<file path="config.mk">
export PLATFORM = sky130hd
export DESIGN_NAME = fc_tx_credit_gate_flat
export DESIGN_NICKNAME = d
export VERILOG_FILES = /design/src/rtl/fc_tx_credit_gate_if.sv /design/src/rtl/fc_tx_credit_gate.sv /design/src/flat_wrapper.sv
export SDC_FILE = /design/constraint.sdc
export NUM_CORES = 1
export LEC_CHECK = 0
export CAP_MARGIN = 20
export CORE_MARGIN = 5
export CORE_UTILIZATION = 59
export DETAILED_ROUTE_END_ITERATION = 6
export GPL_ROUTABILITY_DRIVEN = 0
export PLACE_DENSITY = 0.95
export SLEW_MARGIN = 20
export SYNTH_ARGS = -nofsm -noshare
export SYNTH_HDL_FRONTEND = slang
export SYNTH_SLANG_ARGS = --single-unit
</file>
<file path="constraint.sdc">
create_clock -name clk -period 9.1 [get_ports clk]
set_input_delay 1.82 -clock clk [delete_from_list [all_inputs] [get_ports clk]]
set_output_delay 1.82 -clock clk [all_outputs]
set_load 0.05 [all_outputs]
</file>
<file path="src/rtl/fc_tx_credit_gate_if.sv">
// Credit-word and TLP-request channels between the link layer and the credit gate.
// The master drives FC words and requests; the slave (gate) returns ready.
interface fc_tx_credit_gate_if #(
  parameter int CREDIT_WIDTH = 8
);
  logic                      fc_valid;
  logic                      fc_init;
  logic [CREDIT_WIDTH+2:0]   fc_word;
  logic                      tlp_req_valid;
  logic [CREDIT_WIDTH-1:0]   tlp_req_credits;
  logic                      tlp_req_ready;

  modport master (
    output fc_valid, fc_init, fc_word, tlp_req_valid, tlp_req_credits,
    input  tlp_req_ready
  );

  modport slave (
    input  fc_valid, fc_init, fc_word, tlp_req_valid, tlp_req_credits,
    output tlp_req_ready
  );
endinterface

</file>
<file path="src/rtl/fc_tx_credit_gate.sv">
// TX credit gate for one FC type: tracks CL/CC with modular arithmetic, InitFC value 0 = infinite.
// Ready is combinational from registers and the current request; new CL is seen one cycle after fc_valid.
module fc_tx_credit_gate #(
  parameter int         CREDIT_WIDTH = 8,
  parameter logic [2:0] BUFFER_TYPE  = 3'b000
) (
  input  logic                     clk,
  input  logic                     rst_n,
  fc_tx_credit_gate_if.slave       bus,
  output logic                     fc_active,
  output logic                     credit_infinite,
  output logic [CREDIT_WIDTH-1:0]  credits_available,
  output logic                     protocol_error
);

  typedef logic [CREDIT_WIDTH-1:0] credit_t;

  typedef struct packed {
    logic [2:0] fc_type;
    credit_t    value;
  } fc_word_t;

  typedef enum logic {
    INIT_WAIT = 1'b0,
    ACTIVE    = 1'b1
  } state_t;

  localparam credit_t HALF = {1'b1, {(CREDIT_WIDTH-1){1'b0}}};

  state_t   state_q, state_d;
  credit_t  cl_q, cl_d;
  credit_t  cc_q, cc_d;
  logic     inf_q, inf_d;
  logic     err_q, err_d;

  fc_word_t word;
  logic     type_hit;
  credit_t  upd_gap;
  credit_t  room;
  logic     ready;

  assign word     = bus.fc_word;
  assign type_hit = bus.fc_valid && (word.fc_type == BUFFER_TYPE);

  // Both differences use pre-edge register values, so a same-cycle update
  // is judged against CC before the accept and ready sees the old CL.
  assign upd_gap  = word.value - cc_q;
  assign room     = cl_q - (cc_q + bus.tlp_req_credits);

  always_comb begin
    state_d = state_q;
    cl_d    = cl_q;
    cc_d    = cc_q;
    inf_d   = inf_q;
    err_d   = err_q;
    ready   = 1'b0;

    case (state_q)
      INIT_WAIT: begin
        if (type_hit && bus.fc_init) begin
          cl_d    = word.value;
          cc_d    = '0;
          inf_d   = (word.value == '0);
          state_d = ACTIVE;
        end
      end

      ACTIVE: begin
        // Zero-credit requests pass even when a large InitFC leaves CL-CC above half range.
        ready = inf_q || (bus.tlp_req_credits == '0) || (room <= HALF);

        if (type_hit && !bus.fc_init && !inf_q) begin
          if (upd_gap > HALF) begin
            err_d = 1'b1;
          end else begin
            cl_d = word.value;
          end
        end

        if (bus.tlp_req_valid && ready && !inf_q) begin
          cc_d = cc_q + bus.tlp_req_credits;
        end
      end

      default: begin
        state_d = INIT_WAIT;
      end
    endcase
  end

  always_ff @(posedge clk or negedge rst_n) begin
    if (!rst_n) begin
      state_q <= INIT_WAIT;
      cl_q    <= '0;
      cc_q    <= '0;
      inf_q   <= 1'b0;
      err_q   <= 1'b0;
    end else begin
      state_q <= state_d;
      cl_q    <= cl_d;
      cc_q    <= cc_d;
      inf_q   <= inf_d;
      err_q   <= err_d;
    end
  end

  assign bus.tlp_req_ready = ready;
  assign fc_active         = (state_q == ACTIVE);
  assign credit_infinite   = inf_q;
  assign protocol_error    = err_q;
  assign credits_available = (state_q != ACTIVE) ? '0 :
                             inf_q               ? '1 :
                                                   credit_t'(cl_q - cc_q);

endmodule

</file>
<file path="src/flat_wrapper.sv">
// flat-port wrapper written by rule: the top's interface ports become plain ports
module fc_tx_credit_gate_flat 
#(
  parameter int         CREDIT_WIDTH = 8,
  parameter logic [2:0] BUFFER_TYPE  = 3'b000
)
  (clk, rst_n, fc_active, credit_infinite, credits_available, protocol_error, bus_fc_valid, bus_fc_init, bus_fc_word, bus_tlp_req_valid, bus_tlp_req_credits, bus_tlp_req_ready);
  fc_tx_credit_gate_if #(.CREDIT_WIDTH(CREDIT_WIDTH)) bus_i ();
  input  logic clk;
  input  logic rst_n;
  output logic fc_active;
  output logic credit_infinite;
  output logic [CREDIT_WIDTH-1:0] credits_available;
  output logic protocol_error;
  input wire logic [$bits(bus_i.fc_valid)-1:0] bus_fc_valid;
  input wire logic [$bits(bus_i.fc_init)-1:0] bus_fc_init;
  input wire logic [$bits(bus_i.fc_word)-1:0] bus_fc_word;
  input wire logic [$bits(bus_i.tlp_req_valid)-1:0] bus_tlp_req_valid;
  input wire logic [$bits(bus_i.tlp_req_credits)-1:0] bus_tlp_req_credits;
  output wire logic [$bits(bus_i.tlp_req_ready)-1:0] bus_tlp_req_ready;
  assign bus_i.fc_valid = bus_fc_valid;
  assign bus_i.fc_init = bus_fc_init;
  assign bus_i.fc_word = bus_fc_word;
  assign bus_i.tlp_req_valid = bus_tlp_req_valid;
  assign bus_i.tlp_req_credits = bus_tlp_req_credits;
  assign bus_tlp_req_ready = bus_i.tlp_req_ready;
  fc_tx_credit_gate #(.CREDIT_WIDTH(CREDIT_WIDTH), .BUFFER_TYPE(BUFFER_TYPE)) u_core (.clk(clk), .rst_n(rst_n), .bus(bus_i), .fc_active(fc_active), .credit_infinite(credit_infinite), .credits_available(credits_available), .protocol_error(protocol_error));
endmodule
</file>
# Yosys cells after proc, flatten, opt, wreduce, memory -nomap -nowiden
# Index checks and enable logic that the tools add are counted.
# Widths: inputs -> output; s select.
[op_classes]
n_lt_le_gt_ge = 2
addsub = 4
n_eq_ne = 4
reduce_logical = 17
n_mux = 12
bitwise_logic = 1
[ops]
columns = ["operator", "n"]
rows = [
  ["$mux 8", 7],
  ["$pmux 8 s2", 2],
  ["$sub 8x8->8", 3],
  ["$logic_not 8->1", 2],
  ["$add 8x8->8", 1],
  ["$gt 8x8->1 const B", 1],
  ["$le 8x8->1 const B", 1],
  ["$logic_and 1x1->1", 6],
  ["$ne 2x2->1 const B", 3],
  ["$reduce_and 3->1", 2],
  ["$reduce_and 2->1", 2],
  ["$logic_not 3->1", 1],
  ["$mux 1", 3],
  ["$logic_not 1->1", 2],
  ["$logic_or 1x1->1", 2],
  ["$ne 2x1->1 const B", 1],
  ["$not 1->1", 1],
]
[totals]
reg_bits = 19
wordCells = 45
output_inout_bits = 12

# Longest topological paths before layout
# Gate-level depths: netlist (run 1).
[logic_depth]
word_depth = 8
depth_mapped = 14
depth_no_buf = 14

# Least setup slack after synthesis (run 1)
# Ideal clock, no wire load.
[synth_timing]
path_kind = "in2out"
start = "input bus_tlp_req_credits[0]"
end = "output bus_tlp_req_ready"
arrival_ps = 5186
path_buffers = 0
cell_stages = 13
slack_ps = 2094
path_cell_list = "ha_1 > fa_1 > a21o_1 > a21oi_1 > o21bai_1 > a21oi_1 > xor2_1 > ha_1 > a21o_1 > a22o_2 > a211o_4 > xnor2_4 > a31oi_1"
[synth_between]
elab_chain_cells = 5
word_cells_on_any_way = 7
classes_between = "add/sub (2); order compare (1); mux (1); reduce/logical (3)"
[synth_rtl]
columns = ["element", "line", "rtl"]
rows = [
  ["from (decl)", "flat_wrapper.sv:19", "input wire logic [$bits(bus_i.tlp_req_credits)-1:0] bus_tlp_req_credits;"],
  ["$add 8x8->8", "fc_tx_credit_gate.sv:48", "assign room = cl_q - (cc_q + bus.tlp_req_credits);"],
  ["$sub 8x8->8", "fc_tx_credit_gate.sv:48", ""],
  ["$le 8x8->1", "fc_tx_credit_gate.sv:70", "ready = inf_q || (bus.tlp_req_credits == '0) || (room <= HALF);"],
  ["$logic_or 1x1->1 (*)", "fc_tx_credit_gate.sv:70", ""],
  ["$mux 1 (*)", "fc_tx_credit_gate.sv:58", "case (state_q)"],
  ["to (decl)", "flat_wrapper.sv:20", "output wire logic [$bits(bus_i.tlp_req_ready)-1:0] bus_tlp_req_ready;"],
]
# Mark *: on every way between the ends. The rest lies on a longest branch, timed or not.

# Worst setup path after layout (run 1)
# Ends and elaborated chain as after synthesis.

==> summary.txt, run 1 <==
Clock tree
  • Clk root buf: clkbuf_8
  • H-tree levels: 1
  • Cts bufs inserted: 3
  • Post-CTS resize count: 0
  • Clk slew on worst S/H paths: around 70 ps
  • CTS tree: built
  • CTS Buffer Depth: 2
  • Clock Latency Late Sink: approximately 270 ps
  • # clock sinks: 19
  • Hold buffers post-CTS: 0
  • Number of post-CTS setup repair buffers: 0

Drt
  • Residual DRC: 0
  • DRT Pass-1 Iters: 6
  • Post-DR vias/cell: about 6.2
  • WL/cell: 17.0 um
  • Vias: 2,198
  • Routed WL: around 6000 um
  • Iteration-0 DRC Markers: 112
  • Post-DRT Antenna Nets: 0

Global route
  • Initial antenna violation count: 0
  • Vias in the first global route: between 2,000 and 2,500
  • Largest net degree at the start of global routing: 20
  • GRT overflow: 0
  • First-pass GRT wire length: slightly above 10,000 um
  • Total Routing Usage GR: 0.241

Synthesis
  • Synth area leaders: dfrtp_1 (21%), ha_1 (15%), a21oi_1 (4.8%)
  • Gate Count Post-Synth: 271
  • Yosys cell types: 50
  • Synth top area share: 0.206
  • Yosys warns: 0
  • Cell Area, Synth: between 2000 and 2500 sq um
  • Synth async-reset ratio: 1.00
  • #FFs+latches synth: 19
  • Mean Syn Cell Area: 8.51 sq um
  • Seq/Total Area, Yosys: 0.206
  • Syn_nets: 327
  • Top-count cell post-synth: nand2_1
  • EDFF count, synth: 0
  • Post-synth top area cell: dfrtp_1
  • Top cells by count, synth: nand2_1 (29), ha_1 (28), a21oi_1 (22)
  • Prevailing post-synth register cell: dfrtp_1

STA
  • RSZ-0062 raised after global routing: false
  • Max Fclk: 0.129 GHz
  • Slew @ Worst Pin: about 900 ps
  • Final worst-path cycle share: 0.853
  • Final Hold Violating Endpoints: 0
  • Slew margin rel.: 0.398
  • Final Setup Violations: 0
  • Clk_skew: 14.6 ps
  • Setup TNS: 0 ps
  • Post-layout minimum cycle time: between 7000 and 8000 ps
  • Slew Limit Fails: 0

Critical path
  • Crit path DAT: 5940 ps
  • Worst Setup Start Kind: input port
  • CP Class: input port to output port
  • Worst-path fanout max: 4
  • CP Data Required Time: approximately 7300 ps
  • CP Capture Type: output port

Floorplan
  • Die Area: about 5300 sq um
  • IO Count: 36
  • Die Y: slightly above 70 um
  • Initial Util: 0.621
  • Chip Width: slightly above 70 um
  • FP Rows: 22
  • Core Area: ~3700 sq um

Place
  • Dpl hpwl: 4790 um
  • I/O Buffers: 35

Finish
  • Area of the multi-input gates: 1730 sq um
  • # fillers: 288
  • Register Area: 475 sq um
  • Layout area overhead: 19.3%
  • Layout cells sized above 1: 0.0554
  • Layout net count: ~360
  • Ant. Diodes: 0

Min path
  • HP Class: register to register

Run
  • Max_cap viols: 0

Status
  • Outcome: finished, final reports clean
[metal layers]
layer / part of all wire / vias up / track usage
li1: - / 1070 / -
met1: 0.45 / 1030 / 0.309
met2: 0.48 / 84 / 0.420
met3: 0.055 / 14 / 0.0471
met4: 0.018 / 0 / 0.0512
met5: 0 / - / 0
[layout make-up]
class                   instances  share of cell area
flip-flops and latches         19               0.173
multi-input cells             226               0.630
clock buffers                   3              0.0150
inverters                      23              0.0314
well taps                      48              0.0218
clock inverters                 1             0.00182
repair buffers                 35               0.127
[state kept, by name (all words and copies together), names as in the netlist]
| name | count |
|---|---|
| u_core.cc_q | 8 |
| u_core.protocol_error | 1 |
| u_core.cl_q | 8 |
| u_core.fc_active | 1 |
| u_core.credit_infinite | 1 |
[worst max-delay path: stages]
cell,delay [ps]
clkdlybuf4s50_1,420
ha_1,260
fa_1,410
a21o_1,170
a21oi_1,220
o21bai_1,90
a21oi_1,170
xor2_1,220
ha_1,310
a21o_1,170
a22o_2,250
a211o_4,290
xnor2_4,140
a31oi_1,170
clkdlybuf4s50_1,820
[per-stage QoR]
stage | cell area (sq um) | hold slack [ps] | util | instances | setup slack, ps
after floorplan | 2310 | 503 | - | 271 | 2090
after global placement | 2710 | 467 | 0.728 | 351 | 1430
after detailed placement | 2710 | 477 | 0.728 | 351 | 1350
after CTS | 2750 | 497 | 0.740 | 355 | 1340
after global routing | 2750 | 534 | 0.740 | 355 | 1090
final | 2750 | 488 | 0.740 | 355 | 1340
[final timing paths]
path | start | to | slack, ps | cells past startpoint
min in group asynchronous | rst_n | u_core.cl_q[0] | 2050 | 1
max reg2reg | u_core.cc_q[0] | u_core.cc_q[5] | 5180 | 14
max in group asynchronous | rst_n | u_core.cl_q[7] | 6480 | 1
min | u_core.protocol_error | u_core.protocol_error | 490 | 2
max | bus_tlp_req_credits[0] | bus_tlp_req_ready | 1340 | 15
min reg2reg | u_core.protocol_error | u_core.protocol_error | 490 | 2
[cells in the final DEF, fill, tap and decap left out, types with 2 or more instances in the layout]
master and n:
o22ai_1 6, inv_1 21, mux2i_1 11, a211oi_1 4, nand2_1 29, nand2b_1 6
dfrtp_1 19, a21oi_1 22, nor2_1 19, o21ai_0 11, nor4_1 7, clkbuf_8 3
and3_1 2, o211a_1 3, o221a_1 6, clkdlybuf4s50_1 35, nor3_1 3, xnor2_1 10
xor2_1 7, nand4b_1 2, o21ai_1 4, o211ai_1 4, o31ai_1 2, a31oi_1 2
nand3_1 3, nor2b_1 4, a2111oi_0 2, fa_1 4, ha_1 28, xnor2_2 2
a21o_1 6
[cells by family after synthesis]
family                     synth area share
AOI/OAI and AO/OA                     0.249
xor gates and xnor gates             0.0906
adders and majority gates             0.187
buffers and inverters                0.0423
DFF                                   0.206
muxes                                0.0478
and+or+nand+nor                       0.177
Power of run 1 is not shown: default switching activity piles up to over one toggle a cycle in this logic, so the estimate is an artifact.
==> run 2: changes to the inputs <==
--- a/config.mk
+++ b/config.mk
@@ -5,6 +5,7 @@
 export SDC_FILE = /design/constraint.sdc
 export NUM_CORES = 1
 export LEC_CHECK = 0
+export ABC_CLOCK_PERIOD_IN_PS = 9100
 export CAP_MARGIN = 20
 export CORE_MARGIN = 5
 export CORE_UTILIZATION = 59
==> results of run 2 <==
Final layout, timing and power as in run 1 (identical DEF).
Power of run 2 is left out for the same reason.
==> variant 1 (flow settings as in run 2) <==
`CREDIT_WIDTH` is set to 8 in 3 places; all go to 7.
--- a/src/rtl/fc_tx_credit_gate_if.sv
+++ b/src/rtl/fc_tx_credit_gate_if.sv
@@ -2,5 +2,5 @@
 // The master drives FC words and requests; the slave (gate) returns ready.
 interface fc_tx_credit_gate_if #(
-  parameter int CREDIT_WIDTH = 8
+  parameter int CREDIT_WIDTH = 7
 );
   logic                      fc_valid;
--- a/src/rtl/fc_tx_credit_gate.sv
+++ b/src/rtl/fc_tx_credit_gate.sv
@@ -2,5 +2,5 @@
 // Ready is combinational from registers and the current request; new CL is seen one cycle after fc_valid.
 module fc_tx_credit_gate #(
-  parameter int         CREDIT_WIDTH = 8,
+  parameter int         CREDIT_WIDTH = 7,
   parameter logic [2:0] BUFFER_TYPE  = 3'b000
 ) (
--- a/src/flat_wrapper.sv
+++ b/src/flat_wrapper.sv
@@ -2,5 +2,5 @@
 module fc_tx_credit_gate_flat 
 #(
-  parameter int         CREDIT_WIDTH = 8,
+  parameter int         CREDIT_WIDTH = 7,
   parameter logic [2:0] BUFFER_TYPE  = 3'b000
 )
Ports: changed (resized bus_fc_word, bus_tlp_req_credits and credits_available); port bits go from 36 to 33. No check against the original RTL was run, so the function may have changed too.
==> variant 1 against run 2 <==
  * Global-route usage decreased by 1.4 points
  * Area after synthesis decreased by 20%
  * Critical path depth unchanged
  * Utilization decreased by 0.24 points
  * Worst setup slack improved by 0.15 ns
  * Sequential cell count decreased by 2
  * Die area decreased by 17%
  * Wire length decreased by 26%
  * Final area decreased by 19%
Power is left out: the tool's default activity adds up to more than one toggle a clock period on the data nets, which glitch-free logic cannot reach.
==> variant 1: results (changes against run 2) <==
* Outcome: finished clean
* Port Buf Inserts at 32 (-8.6%)
* Reg area at 425 µm² (-11%)
* Largest cells by area after synthesis: dfrtp_1 23%, ha_1 16%, mux2i_1 4.9%, xnor2_1 4.8%, inv_1 4.5%
* Clk tree area frac at 1.18% (-0.51 points)
* Worst r2r src: u_core.cc_q[1]
* Crit path max fanout at 6 (+2)
* Post-Synth Adder-Cell Area at 19.6% (+0.90 points)
* Drt via density at 5.90 (-4.6%)
* Layout net count at 278 (-24%)
* Post-DP HPWL at 3.62 mm (-24%)
* Regs by FF count: u_core.cc_q: 7 flops, u_core.cl_q: 7 flops
* CP arrival at 5.79 ns (-0.15 ns)
* Worst R2R Setup Slack at 5.51 ns (+0.33 ns)
* WL/cell at 16.3 µm (-3.7%)
* Clock buffer count in the final layout at 4 (+1)
* Largest net degree at the start of global routing at 18 (-10%)
* Synth Flop Type: dfrtp_1
* Synth top cells by count: 24 x ha_1, 22 x inv_1, 17 x dfrtp_1, 13 x nand2_1, 11 x a21oi_1
* Vias in the first global route at 1675 (-24%)
* Fin Hold WS at 0.499 ns (+0.0109 ns)
* Layout cell share with drive strength beyond 1 at 7.89% (+2.4 points)
* Bufs w/o clock at 32 (-8.6%)
* Final Cell Area at 2230 µm² (-19%)
* Reg2Reg Depth at 13 (-1)
* Synth Instances at 194 (-28%)
* Multi-input gates at 153 (-32%)
* Synth Net Count at 243 (-26%)
* Crit-path max cell delay at 0.80 ns (-0.02 ns)
* Compound-Gate Fraction of Synth Area at 22.0% (-2.9 points)
* First-pass GRT wire length at 7.61 mm (-25%)
* Flops & latches, synth at 17 (-2)
* Max Clock Skew at 0.00891 ns (-0.00568 ns)
* Reg clk slew, reported paths at 0.10 ns (+0.03 ns)
* Crit path max-delay family: buffers and inverters
* Inverters at 22 (-4.3%)
* Clk root buf: clkbuf_4
* Post-synthesis xor/xnor area fraction at 8.56% (-0.50 points)
* Mux cell area share after synthesis at 8.97% (+4.2 points)
* Initial drt markers at 50 (-55%)
* Seq/Total Area, Yosys at 23.1% (+2.5 points)
* Final period util at 83.7% (-1.7 points)
* DR pass1 iterations at 4 (-2)
* Placed cell count at 268 (-24%)
* Clk Latency, worst-skew pair at 0.31 ns (+0.04 ns)
-- variant 1: changes by cell type after synthesis, moves of 5 or more --
cell | run 2 | this run
o221a_1 | 6 | 0
mux2_4 | 0 | 5
o22ai_1 | 6 | 1
a21boi_0 | 0 | 8
nor2_1 | 19 | 2
nand2_1 | 29 | 13
a21oi_1 | 22 | 11
-- variant 1: how the worst min path moves through the flow --
stage	cells past startpoint	startpoint	to
final	2	u_core.protocol_error	u_core.protocol_error
after CTS	2	u_core.protocol_error	u_core.protocol_error
after detailed placement	2	u_core.protocol_error	u_core.protocol_error
after floorplan	1	u_core.cc_q[6]	u_core.cc_q[6]
after global placement	2	u_core.protocol_error	u_core.protocol_error
after global routing	2	u_core.protocol_error	u_core.protocol_error
-- variant 1: routing by layer --
layer / part of all wire (%) / wire length [µm] / track usage [%]
met5: 0 / 0 / 0
met2: 50 / 2210 / 39.7
met1: 43 / 1890 / 26.5
met4: 2.1 / 92 / 7.51
met3: 5.6 / 248 / 6.12
==> variant 2 (settings of run 2) <==
Without the edit above. Make the reset (`rst_n`) synchronous in one clocked block.
--- a/src/rtl/fc_tx_credit_gate.sv
+++ b/src/rtl/fc_tx_credit_gate.sv
@@ -89,5 +89,5 @@
   end
 
-  always_ff @(posedge clk or negedge rst_n) begin
+  always_ff @(posedge clk) begin
     if (!rst_n) begin
       state_q <= INIT_WAIT;
Function: differs if rst_n is asserted again (counterexample within 4 cycles, from zero or initial values and one cycle with rst_n low); with rst_n held inactive, the same outputs for 4 cycles.
==> variant 2 against run 2 <==
  * Sequential cell count unchanged
  * Final area fell by 7.4%
  * Worst setup slack gained 0.15 ns
  * Wire length is 13% lower
  * Area after synthesis down 7.5%
  * Maximum frequency grew 2.0%
  * Highest routed layer unchanged
Power is left out: it rests on default switching activity, and per cell area and clock period it moved more than threefold.
==> variant 2: results (changes against run 2) <==
* Outcome: finished clean
* Antenna violations before repair at 0 (unchanged)
* Fill cell count at 274 (-4.9%)
* Seq/Total Area, Yosys at 17.8% (-2.8 points)
* Met3 usage at 3.87% (-0.84 points)
* Drt via density at 6.05 (-2.3%)
* Synth unique cells at 47 (-6.0%)
* Vias in the first global route at 2096 (-4.8%)
* Synth async-reset ratio at 0% (-100 points)
* Clk Latency, worst-skew pair at 0.32 ns (+0.05 ns)
* Largest cells by area after synthesis: dfxtp_1 18%, ha_1 16%, mux2i_1 7.5%, a21oi_1 5.2%, nand2_1 4.8%
* Post-Synth Adder-Cell Area at 20.2% (+1.5 points)
* Reg clk slew, reported paths at 0.12 ns (+0.05 ns)
* Tot GR Track Use at 22.3% (-1.8 points)
* Met2 usage at 39.5% (-2.5 points)
* Synth Net Count at 315 (-3.7%)
* Met1 Use GR at 28.3% (-2.6 points)
* Compound-Gate Fraction of Synth Area at 19.6% (-5.3 points)
* CP arrival at 5.80 ns (-0.14 ns)
* Crit path max fanout at 3 (-1)
* Worst R2R Setup Slack at 5.07 ns (-0.11 ns)
* Post-synthesis xor/xnor area fraction at 9.38% (+0.32 points)
* Bufs on Longest Clock Path at 2 (unchanged)
* WL/cell at 15.5 µm (-8.5%)
* Synth top cells by count: 28 x ha_1, 27 x nand2_1, 22 x a21oi_1, 19 x dfxtp_1, 19 x inv_1
* Largest net degree at the start of global routing at 31 (+55%)
* Max Clock Skew at 0.00842 ns (-0.00617 ns)
* Layout net count at 350 (-3.8%)
* Layout cell share with drive strength beyond 1 at 4.44% (-1.1 points)
* Post-DP HPWL at 4.32 mm (-9.9%)
* Slew @ Worst Pin at 1.07 ns (+0.172 ns)
* DR pass1 iterations at 4 (-2)
* First-pass GRT wire length at 9.20 mm (-9.1%)
* Mux cell area share after synthesis at 8.21% (+3.4 points)
* Initial drt markers at 97 (-13%)
* Clk root buf: clkbuf_4
variant 2: worst max-delay path, delay by kind of cell:
kind,cells,cell delay (ns)
simple gates,2,0.28
compound gates,7,1.07
fa+ha+maj,3,0.94
xor+xnor,2,0.40
buf+inv,2,1.27
variant 2: area by class of cell:
class / count / area [µm²] / share of cell area (%)
Clock buffer: 4 / 26.3 / 1.03
Inverter: 20 / 75.1 / 2.95
Timing Repair Buffer: 35 / 350 / 13.7
Sequential cell: 19 / 380 / 14.9
Tap cell: 46 / 57.6 / 2.26
Multi-Input combinational cell: 215 / 1660 / 65.1
variant 2: cell families (layout without fill, tap and decap cells):
logic type / after synthesis / in the layout
and+or+nand+nor: 83 / 83
AOI/OAI and AO/OA: 61 / 61
adders and majority gates: 32 / 32
buffers and inverters: 25 / 59
xor gates and xnor gates: 22 / 22
DFF: 19 / 19
muxes: 17 / 17
variant 2: layer usage:
layer	vias up	part of all wire (%)	routed length, µm
li1	1006	-	-
met1	966	42	2230
met2	69	50	2630
met3	10	6.0	317
met4	0	1.4	76
met5	-	0	0
variant 2: worst paths after layout:
kind,start,to,cells past startpoint
max,bus_tlp_req_credits[0],bus_tlp_req_ready,16
min,u_core.cl_q[0],u_core.cl_q[0],2
max reg2reg,u_core.cc_q[0],u_core.cc_q[4],15
min reg2reg,u_core.cl_q[0],u_core.cl_q[0],2
variant 2: per-stage QoR:
| stage | hold WS (ns) | setup WS, ns | cell area [µm²] | instances |
|---|---|---|---|---|
| final | 0.475 | 1.48 | 2550 | 339 |
| after global placement | 0.445 | 1.69 | 2520 | 335 |
| after global routing | 0.499 | 1.19 | 2550 | 339 |
| after detailed placement | 0.457 | 1.54 | 2520 | 335 |
| after CTS | 0.482 | 1.51 | 2550 | 339 |
| after floorplan | 0.438 | 2.41 | 2130 | 259 |
